==> config.mk <==
export PLATFORM = sky130hd
export DESIGN_NAME = buzzer_arbiter
export DESIGN_NICKNAME = d
export VERILOG_FILES = /design/src/rtl/buzzer_arbiter.sv
export SDC_FILE = /design/constraint.sdc
export NUM_CORES = 1
export LEC_CHECK = 0
export ABC_AREA = 1
export CAP_MARGIN = 10
export CORE_MARGIN = 2
export CORE_UTILIZATION = 40
export DETAILED_ROUTE_END_ITERATION = 7
export SLEW_MARGIN = 20
export SYNTH_ARGS = -nofsm -noshare
export SYNTH_HDL_FRONTEND = slang
export SYNTH_SLANG_ARGS = --single-unit
==> constraint.sdc <==
create_clock -name clk -period 3.7 [get_ports clk]
set_input_delay 1.11 -clock clk [delete_from_list [all_inputs] [get_ports clk]]
set_output_delay 1.11 -clock clk [all_outputs]
set_load 0.1 [all_outputs]
==> src/rtl/buzzer_arbiter.sv <==
// Fixed-priority owner of the board buzzer: grants one of three tone requesters,
// generates its pulse train, and changes owner only at period ends followed by a silent gap.
module buzzer_arbiter #(
    parameter int GAP_CYC    = 50000,
    parameter int DUTY_SHIFT = 5
) (
    input  logic        clk,
    input  logic        rst_n,
    input  logic [2:0]  req,
    input  logic [19:0] cycle0,
    input  logic [19:0] cycle1,
    input  logic [19:0] cycle2,
    output logic [2:0]  grant,
    output logic        busy,
    output logic        buzzer
);

    localparam int GW = $clog2(GAP_CYC + 1);

    typedef enum logic [1:0] {
        ST_IDLE = 2'd0,
        ST_TONE = 2'd1,
        ST_GAP  = 2'd2
    } state_t;

    state_t        state_q,   state_d;
    logic [2:0]    grant_q,   grant_d;
    logic [19:0]   cyc_lat_q, cyc_lat_d;
    logic [19:0]   hz_cnt_q,  hz_cnt_d;
    logic [GW-1:0] gap_cnt_q, gap_cnt_d;
    logic          buzzer_q,  buzzer_d;

    logic [2:0]    win_s;
    logic [19:0]   win_cyc_s;
    logic [19:0]   owner_cyc_s;
    logic [19:0]   last_s;
    logic [19:0]   low_thr_s;
    logic          period_end_s;
    logic          owner_keep_s;
    logic          higher_req_s;

    // Fixed-priority winner (lowest index) and its period input.
    always_comb begin
        win_s     = 3'b000;
        win_cyc_s = 20'd0;
        if (req[0]) begin
            win_s     = 3'b001;
            win_cyc_s = cycle0;
        end else if (req[1]) begin
            win_s     = 3'b010;
            win_cyc_s = cycle1;
        end else if (req[2]) begin
            win_s     = 3'b100;
            win_cyc_s = cycle2;
        end else begin
            win_s     = 3'b000;
            win_cyc_s = 20'd0;
        end
    end

    // Current owner's period input, sampled only at period boundaries.
    always_comb begin
        owner_cyc_s = 20'd0;
        case (grant_q)
            3'b001:  owner_cyc_s = cycle0;
            3'b010:  owner_cyc_s = cycle1;
            3'b100:  owner_cyc_s = cycle2;
            default: owner_cyc_s = 20'd0;
        endcase
    end

    // A latched period of 0 behaves as period 1, so every cycle is a boundary.
    assign last_s       = (cyc_lat_q == 20'd0) ? 20'd0 : (cyc_lat_q - 20'd1);
    assign period_end_s = (hz_cnt_q == last_s);
    assign low_thr_s    = cyc_lat_q >> DUTY_SHIFT;
    assign owner_keep_s = |(req & grant_q);
    // For a one-hot owner, owner-1 is the mask of all higher-priority bits.
    assign higher_req_s = |(req & (grant_q - 3'd1));

    // Next-state, grant, counter and buzzer computation.
    always_comb begin
        state_d   = state_q;
        grant_d   = grant_q;
        cyc_lat_d = cyc_lat_q;
        hz_cnt_d  = hz_cnt_q;
        gap_cnt_d = gap_cnt_q;
        buzzer_d  = !((state_q == ST_TONE) && (hz_cnt_q < low_thr_s));
        case (state_q)
            ST_IDLE: begin
                if (|req) begin
                    state_d   = ST_TONE;
                    grant_d   = win_s;
                    cyc_lat_d = win_cyc_s;
                    hz_cnt_d  = 20'd0;
                end else begin
                    grant_d  = 3'b000;
                    hz_cnt_d = 20'd0;
                end
            end
            ST_TONE: begin
                if (period_end_s) begin
                    hz_cnt_d = 20'd0;
                    if (!owner_keep_s || higher_req_s) begin
                        state_d   = ST_GAP;
                        grant_d   = 3'b000;
                        gap_cnt_d = GW'(GAP_CYC - 1);
                    end else begin
                        cyc_lat_d = owner_cyc_s;
                    end
                end else begin
                    hz_cnt_d = hz_cnt_q + 20'd1;
                end
            end
            ST_GAP: begin
                if (gap_cnt_q == '0) begin
                    if (|req) begin
                        state_d   = ST_TONE;
                        grant_d   = win_s;
                        cyc_lat_d = win_cyc_s;
                        hz_cnt_d  = 20'd0;
                    end else begin
                        state_d = ST_IDLE;
                    end
                end else begin
                    gap_cnt_d = gap_cnt_q - GW'(1);
                end
            end
            default: begin
                state_d   = ST_IDLE;
                grant_d   = 3'b000;
                hz_cnt_d  = 20'd0;
                gap_cnt_d = '0;
                buzzer_d  = 1'b1;
            end
        endcase
    end

    // State and datapath registers with asynchronous active-low reset.
    always_ff @(posedge clk or negedge rst_n) begin
        if (!rst_n) begin
            state_q   <= ST_IDLE;
            grant_q   <= 3'b000;
            cyc_lat_q <= 20'd0;
            hz_cnt_q  <= 20'd0;
            gap_cnt_q <= '0;
            buzzer_q  <= 1'b1;
        end else begin
            state_q   <= state_d;
            grant_q   <= grant_d;
            cyc_lat_q <= cyc_lat_d;
            hz_cnt_q  <= hz_cnt_d;
            gap_cnt_q <= gap_cnt_d;
            buzzer_q  <= buzzer_d;
        end
    end

    assign grant  = grant_q;
    assign busy   = (state_q != ST_IDLE);
    assign buzzer = buzzer_q;

endmodule

==> flow_metrics.tcl, run 1 <==
set metrics [dict create \
    status "finished, final reports clean" \
    crit_arrival_ns 3.39 \
    synth_cells 876 \
    grt-ovfl-total 0 \
    finalWorstSetupSlack_ns 0.580 \
    slew_viol_final 0 \
    syn_area_mm2 0.00558 \
    initial_core_util_pct 40.5 \
    drive_gt1_share_pct 5.02 \
    ys.flop_type "dfrtp_1" \
    mostFrequentLayoutCell "nand2_1" \
    yosysTopAreaCell "dfrtp_1" \
    first_pass_iters 5 \
    rsz0062_at_grt "false" \
    ys_seq_area_share_pct 27.8 \
    worst_r2r_endpoint "cyc_lat_q[3]$_DFFE_PN0P_" \
    crit_required_ns 3.97 \
    final.min_clock_period_ns 3.12 \
    reg2regPathDepth 15 \
    critical_path_class "flop to flop" \
    cts_buffers 9 \
    netlist.area_leader.share_pct 27.4 \
    clk_latency_ns 0.34 \
    rr_startpoint "cyc_lat_q[0]$_DFFE_PN0P_" \
    r2r_slack_ns 0.58 \
    irDropWorstVdd_mv 0.738 \
    final_cells 1117 \
    fin_util_pct 48.9 \
    path_clk_slew_ns 0.05 \
    path_depth 15 \
    clock_path_buffers 2 \
    cts-htree-levels 3 \
    finalCritPeriodShare_pct 84.3 \
    io_buffers 69 \
    path_delay_family "simple AND/OR/NAND/NOR gates" \
    min_path_type "flop to flop" \
    ys_types 39 \
    layout_common_cells "nand2_1, inv_1, nor2_1" \
    synth_area_leaders "dfrtp_1, nand2_1, inv_1" \
    detail_route.wl_per_cell_um 14.5 \
    syn_to_final_growth_pct 20.7 \
    async_flop_share_pct 100 \
    ff_latch_area_mm2 0.00155 \
    grt_pass1_vias 5608 \
    grt.total_usage_pct 23.2 \
    antenna_cells 0 \
    antenna_found_initial 0 \
    drc 0 \
    synth_seq_cells 62 \
    postCtsResizedCells 0 \
    finalSetupViolations 0 \
    fmax_mhz 321 \
    path_cells "inv_2 -> ha_1 -> nand2_2 -> nor2_8 -> nand3_4 -> nand3b_1 -> nand2_1 -> a21oi_1 -> nand2_1 -> nor2_1 -> nand3_2 -> nand2_4 -> buf_4 -> nand3_1 -> nand2_1" \
    power.density_mw_per_mm2 723 \
    rows 43 \
    cts_sinks 62 \
    cts_tree "done" \
    fillers 1454 \
    dieHeight_um 122 \
    startpoint "cyc_lat_q[0]$_DFFE_PN0P_" \
    post-place-ws_ns 0.569 \
    syn_nets 966 \
    worst_slew_pin_slew_ns 0.818 \
    endpoint_kind "flop" \
    skew_ns 0.00344 \
    cp_num_buf_inv 2 \
    p_leak_nw 3.31 \
    drtAntennaViolNets 0 \
    multi_input_area_mm2 0.00344 \
    finalSetupTns_ns 0 \
    slowest_delay_ns 0.40 \
    p_total_mw 4.87 \
    cts_setup_buffers 0 \
    grt_first_pass_wirelength_mm 27.6 \
    nets 1022 \
    drtIter0Drc 437 \
    cts_root_buf "clkbuf_16" \
    dieArea_mm2 0.0149 \
    place_congestion 0.879 \
    drt-total-wl_mm 16.2 \
    syn_area_per_cell_um2 6.37 \
    core_mm2 0.0138 \
    placedCellCount 1101 \
    timing.final.hold_violations 0 \
    synth-edff-count 0 \
    vias 5862 \
    startpoint_type "flop" \
    maxSlewHeadroom_pct 45.5 \
    crit_slowest_cell "dfrtp_1" \
    crit_fanout 37 \
    vias_per_cell 5.25 \
    num_io_pins 70 \
    die_w_um 122 \
    drv_cap 0 \
    cp-endpoint "cyc_lat_q[3]$_DFFE_PN0P_" \
    ctsHoldBuffers 0 \
    dpl.hpwl_mm 12.2 \
    yosys_warnings 0 \
    grt_max_degree 43 \
    cp_common_cell "nand2_1" \
]
==> cells by family (layout without fill, tap and decap cells) <==
kind of cell             Yosys count  in the layout  share of synthesized area (%)
AND/OR/NAND/NOR                  453            453                           35.8
adder cells (fa/ha/maj)           25             25                           5.61
AO/OA/AOI/OAI                    159            159                           15.8
flip-flops                        62             62                           27.8
buffers and inverters            150            211                           10.8
XOR/XNOR                          27             27                           4.24
==> layout make-up <==
| type | count | share of cell area, % |
|---|---|---|
| clock buffer | 10 | 3.55 |
| clock inverter | 6 | 1.26 |
| inverter | 115 | 6.41 |
| multi-input combinational | 664 | 51.0 |
| sequential | 62 | 23.0 |
| tap | 180 | 3.34 |
| timing repair buffer | 80 | 11.4 |
==> worst min path at each step <==
stage / depth (start not counted) / endpoint / slack [ns] / startpoint
global route: 2 / gap_cnt_q[8]$_DFFE_PN0P_ / 0.52 / gap_cnt_q[8]$_DFFE_PN0P_
finish: 2 / gap_cnt_q[8]$_DFFE_PN0P_ / 0.50 / gap_cnt_q[8]$_DFFE_PN0P_
global placement: 2 / gap_cnt_q[8]$_DFFE_PN0P_ / 0.48 / gap_cnt_q[8]$_DFFE_PN0P_
detailed placement: 2 / gap_cnt_q[8]$_DFFE_PN0P_ / 0.48 / gap_cnt_q[8]$_DFFE_PN0P_
CTS: 2 / gap_cnt_q[8]$_DFFE_PN0P_ / 0.50 / gap_cnt_q[8]$_DFFE_PN0P_
floorplan: 2 / gap_cnt_q[0]$_DFFE_PN0P_ / 0.46 / gap_cnt_q[0]$_DFFE_PN0P_
==> routing by layer <==
layer  part of all wire (%)  GRT usage (%)  vias up  wire length, um
li1                       -              -     3027                -
met1                     48           31.8     2727             7830
met2                     47           37.9       93             7630
met3                    3.5           4.17       15              570
met4                    1.2           5.68        0              188
met5                      0              0        -                0
==> registers in the layout, indices dropped and copies added (netlist names) <==
register	count
state_q	2
buzzer	1
cyc_lat_q	20
hz_cnt_q	20
grant	3
gap_cnt_q	16
==> worst register-to-register path, stage by stage (launching register included) <==
cell	delay (ns)
dfrtp_1	0.40
inv_2	0.11
ha_1	0.20
nand2_2	0.14
nor2_8	0.22
nand3_4	0.36
nand3b_1	0.22
nand2_1	0.07
a21oi_1	0.12
nand2_1	0.06
nor2_1	0.19
nand3_2	0.17
nand2_4	0.28
buf_4	0.31
nand3_1	0.12
nand2_1	0.08
==> stage by stage <==
stage | instance area, um2 | hold WS, ns
6_report | 6740 | 0.498
5_1_grt | 6740 | 0.522
4_1_cts | 6740 | 0.496
3_5_place_dp | 6410 | 0.482
3_3_place_gp | 6410 | 0.485
2_1_floorplan | 5580 | 0.458
==> synthesized netlist by cell type, types with 2 or more instances <==
cell type	count
inv_1	111
nand4_1	39
nor2_1	75
clkbuf_1	21
a22o_1	2
buf_2	7
o21ai_0	62
nor4_1	7
o21ai_1	2
buf_6	2
nand3b_1	2
dfrtp_1	61
nor2_2	3
nand2_1	238
nand3_1	70
clkinv_1	2
nand3_4	2
inv_2	2
o221ai_1	9
ha_1	25
buf_4	4
nor3_1	12
a21oi_1	57
xor2_1	25
o31ai_1	2
xnor2_1	2
o22ai_1	20
==> power breakdown <==
group	internal (mW)	leakage, nW	switching [mW]
clock	0.605	0.154	0.309
combinational	0.926	2.33	1.94
sequential	0.868	0.828	0.227
No activity file was read; power rests on OpenSTA's default activity.
==> run 2: changes to the inputs <==
clock period = 2.7 ns   (was 3.7 ns; I/O delays follow)
==> run 2 against run 1 <==
  * Global-route usage is 0.69 points higher
  * Clock skew increased by 0.0014 ns
  * Final cell count is 4.7% higher
  * Hold slack got worse by 0.046 ns
  * Via count rose by 4.5%
  * Clock power up 39%
  * Sequential share of layout area down 1.9 points
  * Cell area increased by 9.3%
  * Utilization increased by 4.6 points
  * Routed wire length is 5.0% higher
  * First-iteration DRC count rose by 0.23%
  * Power is 54% higher
  * Critical path type unchanged
==> flow_metrics.tcl, run 2 (synthesis results as in run 1) <==
set metrics [dict create \
    endpoint_kind "flop" \
    worst_slew_pin_slew_ns 0.717 \
    irDropWorstVdd_mv 0.730 \
    final_cells 1169 \
    p_int_mw 3.81 \
    met2_usage_pct 38.8 \
    drtAntennaViolNets 0 \
    grt_use_met1_pct 32.8 \
    worst_r2r_endpoint "cyc_lat_q[14]$_DFFE_PN0P_" \
    crit_arrival_ns 2.73 \
    clock_path_buffers 2 \
    drive_gt1_share_pct 12.2 \
    syn_to_final_growth_pct 32.0 \
    grt-ovfl-total 0 \
    critical_path_class "flop to flop" \
    status "finished, final reports clean" \
    cts_tree "done" \
    drtIter0Drc 438 \
    grt_first_pass_wirelength_mm 28.3 \
    drv_cap 0 \
    layout_common_cells "nand2_1, inv_1, nand3_1" \
    fmax_mhz 400 \
    fillers 1382 \
    drt-total-wl_mm 17.0 \
    power.density_mw_per_mm2 1020 \
    skew_ns 0.00485 \
    rows 43 \
    final.min_clock_period_ns 2.50 \
    finalWorstSetupSlack_ns 0.203 \
    vias 6124 \
    swShare_pct 49.2 \
    cp_common_cell "nand2_1" \
    cts_buffers 9 \
    crit_slowest_cell "dfrtp_1" \
    die_w_um 122 \
    met3_usage_pct 4.96 \
    dieArea_mm2 0.0149 \
    initial_core_util_pct 40.5 \
    io_buffers 69 \
    startpoint_type "flop" \
    reg2regPathDepth 16 \
    drc 0 \
    finalSetupTns_ns 0 \
    reg.largest.list "cyc_lat_q (20), hz_cnt_q (20), gap_cnt_q (16)" \
    first_pass_iters 5 \
    mostFrequentLayoutCell "nand2_1" \
    path_cells "nor2_1 -> nand2_1 -> nor2_4 -> nand3_4 -> buf_12 -> nand4_1 -> nand2_1 -> nor2_1 -> nand2_1 -> nor2_2 -> nand3_4 -> nand2_8 -> nand2_1 -> buf_12 -> nand2_1 -> nand2_1" \
    antenna_cells 0 \
    post-place-ws_ns 0.00112 \
    net-switching-power_mw 3.69 \
    path_clk_slew_ns 0.06 \
    grt_pass1_vias 5740 \
    timing.final.hold_violations 0 \
    finalSetupViolations 0 \
    fin_util_pct 53.5 \
    clockPowerShare_pct 16.9 \
    vias_per_cell 5.24 \
    p_leak_nw 3.60 \
    p_seq_share_pct 19.5 \
    dpl.hpwl_mm 12.6 \
    p_comb_share_pct 63.6 \
    slew_viol_final 0 \
    cts_sinks 62 \
    crit_fanout 20 \
    nets 1074 \
    antenna_found_initial 0 \
    grt.total_usage_pct 23.9 \
    maxSlewHeadroom_pct 52.1 \
    cts_root_buf "clkbuf_16" \
    slowest_delay_ns 0.40 \
    core_mm2 0.0138 \
    placedCellCount 1141 \
    min_path_type "primary input to asynchronous set/reset pin" \
    num_io_pins 70 \
    clk_latency_ns 0.34 \
    grt_max_degree 42 \
    detail_route.wl_per_cell_um 14.6 \
    cts-htree-levels 3 \
    dieHeight_um 122 \
    place_congestion 0.919 \
    busiest_layer "met2" \
    finalCritPeriodShare_pct 92.5 \
    rr_startpoint "cyc_lat_q[14]$_DFFE_PN0P_" \
    r2r_slack_ns 0.20 \
    crit_required_ns 2.93 \
]
run 2: changes by cell type in the layout (fill, tap and decap cells not counted), sizes merged:
cell   delta
nand3     +3
nand2     +1
buf      +48
run 2: worst max-delay path, delay by kind of cell, from the launching register on:
| kind | cells | cell delay (ns) |
|---|---|---|
| flops | 1 | 0.40 |
| simple gates | 14 | 1.60 |
| buf+inv | 2 | 0.36 |
run 2: layer usage:
layer	routed length (um)	share of wire (%)	vias to the layer above
met2	7940	47	137
met1	8130	48	2836
met3	769	4.5	16
met4	189	1.1	0
met5	0	0	-
li1	-	-	3135
run 2: worst max-delay path by stage:
stage                                    from  cells past startpoint                        end
floorplan                grant[0]$_DFFE_PN0P_                     11   cyc_lat_q[0]$_DFFE_PN0P_
CTS                  cyc_lat_q[5]$_DFFE_PN0P_                     15  cyc_lat_q[14]$_DFFE_PN0P_
finish              cyc_lat_q[14]$_DFFE_PN0P_                     16  cyc_lat_q[14]$_DFFE_PN0P_
detailed placement   cyc_lat_q[5]$_DFFE_PN0P_                     15  cyc_lat_q[14]$_DFFE_PN0P_
global placement     cyc_lat_q[5]$_DFFE_PN0P_                     16   cyc_lat_q[5]$_DFFE_PN0P_
global route         cyc_lat_q[6]$_DFFE_PN0P_                     18   cyc_lat_q[4]$_DFFE_PN0P_
run 2: layout make-up:
class	count	area, um2	share of cell area [%]
Tap cell	180	225	3.06
Multi-Input combinational cell	668	3610	49.0
Inverter	115	432	5.86
Clock buffer	10	239	3.24
Timing Repair Buffer	128	1220	16.6
Clock inverter	6	85.1	1.15
Sequential cell	62	1560	21.2
run 2: repair_timing:
| item | 4_1_cts | 5_1_grt |
|---|---|---|
| hold buffers | 0 | 0 |
| resized for setup | 0 | 34 |
| setup buffers | 0 | 8 |
| endpoints found under the setup margin | 0 | 58 |
run 2: power by group through the flow:
stage	Sequential (mW)	Clock [mW]	Combinational [mW]
floorplan	1.59	0	2.88
global placement	1.46	0	4.40
detailed placement	1.46	0	4.41
CTS	1.44	1.30	4.43
global route	1.51	1.35	5.36
finish	1.46	1.27	4.77
run 2: stage by stage:
stage	area, um2	hold slack [ns]	total power, mW
5_1_grt	7370	0.474	8.22
3_3_place_gp	6800	0.479	5.86
6_report	7370	0.452	7.50
3_5_place_dp	6800	0.486	5.87
2_1_floorplan	5580	0.458	4.48
4_1_cts	7130	0.461	7.18
==> run 3: changes to the inputs <==
ABC_AREA = not set   (was 1)
SETUP_SLACK_MARGIN = 0.2   (was not set)
==> run 3 against run 2 <==
  * The run now ends with negative setup slack left
  * Non-clock buffer count rose by 92
  * Hold slack improved by 0.021 ns
  * Synthesized area fell by 2.9%
  * First-iteration DRC count fell by 11%
  * Global-route usage rose by 2.0 points
  * Sequential power fell by 4%
  * Sequential share of layout area fell by 2.4 points
  * Critical path type unchanged
  * Highest routed layer unchanged
==> flow_metrics.tcl, run 3 <==
set metrics [dict create \
    status "finished with violations" \
    violations "negative setup slack" \
    worst_slew_pin_slew_ns 0.816 \
    yosysTopAreaCell "dfrtp_1" \
    final_cells 1011 \
    syn_area_mm2 0.00542 \
    rows 42 \
    power.density_mw_per_mm2 1040 \
    synth_cells 645 \
    irDropWorstVdd_mv 0.575 \
    maxSlewHeadroom_pct 45.5 \
    finalWorstSetupSlack_ns -0.849 \
    finalSetupViolations 61 \
    dpl.hpwl_mm 13.6 \
    clk_latency_ns 0.34 \
    ys.flop_type "dfrtp_1" \
    ctsHoldBuffers 0 \
    final.min_clock_period_ns 3.55 \
    crit_arrival_ns 3.77 \
    cts-htree-levels 3 \
    fmax_mhz 282 \
    crit_fanout 10 \
    drtIter0Drc 392 \
    yosysMostFrequentCell "nor2_1" \
    antenna_cells 0 \
    endpoint_kind "flop" \
    mostFrequentLayoutCell "buf_4" \
    syn_to_final_growth_pct 52.5 \
    async_flop_share_pct 100 \
    finalCritPeriodShare_pct 131 \
    num_io_pins 70 \
    ys_types 77 \
    critical_path_class "flop to flop" \
    syn_nets 735 \
    dieArea_mm2 0.0145 \
    placedCellCount 977 \
    grt_max_degree 63 \
    skew_ns 0.00783 \
    rsz0062_at_grt "true" \
    post-place-ws_ns -0.789 \
    fillers 1135 \
    vias 5953 \
    cts_tree "done" \
    die_w_um 120 \
    ys_seq_area_share_pct 28.6 \
    finalSetupTns_ns -40.16 \
    detail_route.wl_per_cell_um 18.5 \
    place_congestion 0.897 \
    core_mm2 0.0132 \
    cts_buffers 9 \
    min_path_type "primary input to asynchronous set/reset pin" \
    crit_required_ns 2.92 \
    cts_root_buf "clkbuf_16" \
    synth-edff-count 0 \
    first_pass_iters 5 \
    synth_seq_cells 62 \
    drt-total-wl_mm 18.7 \
    layout_common_cells "buf_4, clkdlybuf4s50_1, dfrtp_1" \
    dieHeight_um 120 \
    grt_pass1_vias 5994 \
    reg.largest.list "cyc_lat_q (20), hz_cnt_q (20), gap_cnt_q (16)" \
    nets 920 \
    slew_viol_final 0 \
    clock_path_buffers 2 \
    startpoint_type "flop" \
    grt.total_usage_pct 26.0 \
    synth_area_leaders "dfrtp_1, ha_1, mux2_2" \
    vias_per_cell 5.89 \
    timing.final.hold_violations 0 \
    yosys_warnings 0 \
    netlist.area_leader.share_pct 28.2 \
    netlist_top_cells_count "nor2_1, dfrtp_1, a21oi_1, o21ai_0, nand2_1" \
    drv_cap 0 \
    antenna_found_initial 0 \
    drtAntennaViolNets 0 \
    initial_core_util_pct 40.9 \
    cts_sinks 62 \
    io_buffers 69 \
    path_clk_slew_ns 0.05 \
    grt-ovfl-total 0 \
    p_leak_nw 3.47 \
    syn_area_per_cell_um2 8.40 \
    drc 0 \
    grt_first_pass_wirelength_mm 30.0 \
    drive_gt1_share_pct 34.4 \
]
-- run 3: changes by cell type in the layout (fill, tap and decap cells not counted), moves of 20 or more --
cell     delta
nand4_1    -33
nand2_1   -202
a221o_1    +20
mux2_2     +22
o21ai_0    -31
inv_1      -82
buf_4      +76
nand3_1    -56
a32o_1     +20
-- run 3: final timing paths --
path	start	end	slack, ns	cells after the start
worst max-delay path	cyc_lat_q[3]$_DFFE_PN0P_	cyc_lat_q[8]$_DFFE_PN0P_	-0.85	12
worst min-delay path	rst_n	hz_cnt_q[5]$_DFFE_PN0P_	0.47	2
worst max register to register	cyc_lat_q[3]$_DFFE_PN0P_	cyc_lat_q[8]$_DFFE_PN0P_	-0.85	12
worst min register to register	gap_cnt_q[15]$_DFFE_PN0P_	gap_cnt_q[15]$_DFFE_PN0P_	0.52	2
max in group asynchronous	rst_n	cyc_lat_q[2]$_DFFE_PN0P_	1.90	2
min in group clk	gap_cnt_q[15]$_DFFE_PN0P_	gap_cnt_q[15]$_DFFE_PN0P_	0.52	2
-- run 3: area by class of cell --
cell class	count	area [um2]	share of cell area (%)
Clock buffer	13	260	3.15
Clock inverter	3	90.1	1.09
Inverter	31	116	1.41
Multi-Input combinational cell	506	4050	49.0
Sequential cell	62	1550	18.8
Tap cell	176	220	2.66
Timing Repair Buffer	220	1980	23.9
-- run 3: cell families after synthesis --
| family | after synthesis | synth area share [%] |
|---|---|---|
| multiplexers | 25 | 5.12 |
| XOR/XNOR | 36 | 5.82 |
| AND/OR/NAND/NOR | 197 | 19.5 |
| adder cells (fa/ha/maj) | 25 | 5.77 |
| AO/OA/AOI/OAI | 222 | 29.2 |
| buffers and inverters | 78 | 5.98 |
| flip-flops | 62 | 28.6 |
-- run 3: metal layers --
layer  wire length (um)  up-vias  global-route usage [%]
met5                  0        -                       0
met4                481        0                    9.30
met3                998       35                    5.61
met2               9330      207                    43.7
met1               7930     2903                    32.7
li1                   -     2808                       -
-- run 3: power by group --
| group | internal (mW) | switching (mW) | total, mW |
|---|---|---|---|
| Combinational | 2.76 | 3.05 | 5.81 |
| Sequential | 1.18 | 0.214 | 1.40 |
| Clock | 0.952 | 0.410 | 1.36 |
| Total | 4.89 | 3.67 | 8.57 |
-- run 3: metrics by stage --
stage / hold WS [ns] / power, mW / utilization, % / cell area [um2]
global route: 0.498 / 9.09 / 62.4 / 8270
finish: 0.473 / 8.57 / 62.4 / 8270
global placement: 0.492 / 6.16 / 54.7 / 7240
floorplan: 0.468 / 4.33 / - / 5500
CTS: 0.492 / 8.15 / 60.2 / 7970
detailed placement: 0.510 / 6.27 / 54.7 / 7240
-- run 3: worst max-delay path, cell delays in order, from the launching register on --
cell	delay (ns)
dfrtp_1	0.40
or4_4	0.58
nand2_1	0.12
or4b_4	0.47
a21oi_2	0.23
o32ai_4	0.13
nor4_4	0.28
buf_4	0.18
a31oi_2	0.13
a211oi_4	0.28
buf_4	0.17
buf_12	0.13
mux2_2	0.33
-- run 3: timing repair --
| action | in CTS | in global routing |
|---|---|---|
| endpoints found under the setup margin | 62 | 62 |
| setup buffers | 8 | 7 |
| resized for setup | 75 | 46 |
| cloned | 1 | 2 |
| pin swaps | 22 | 20 |
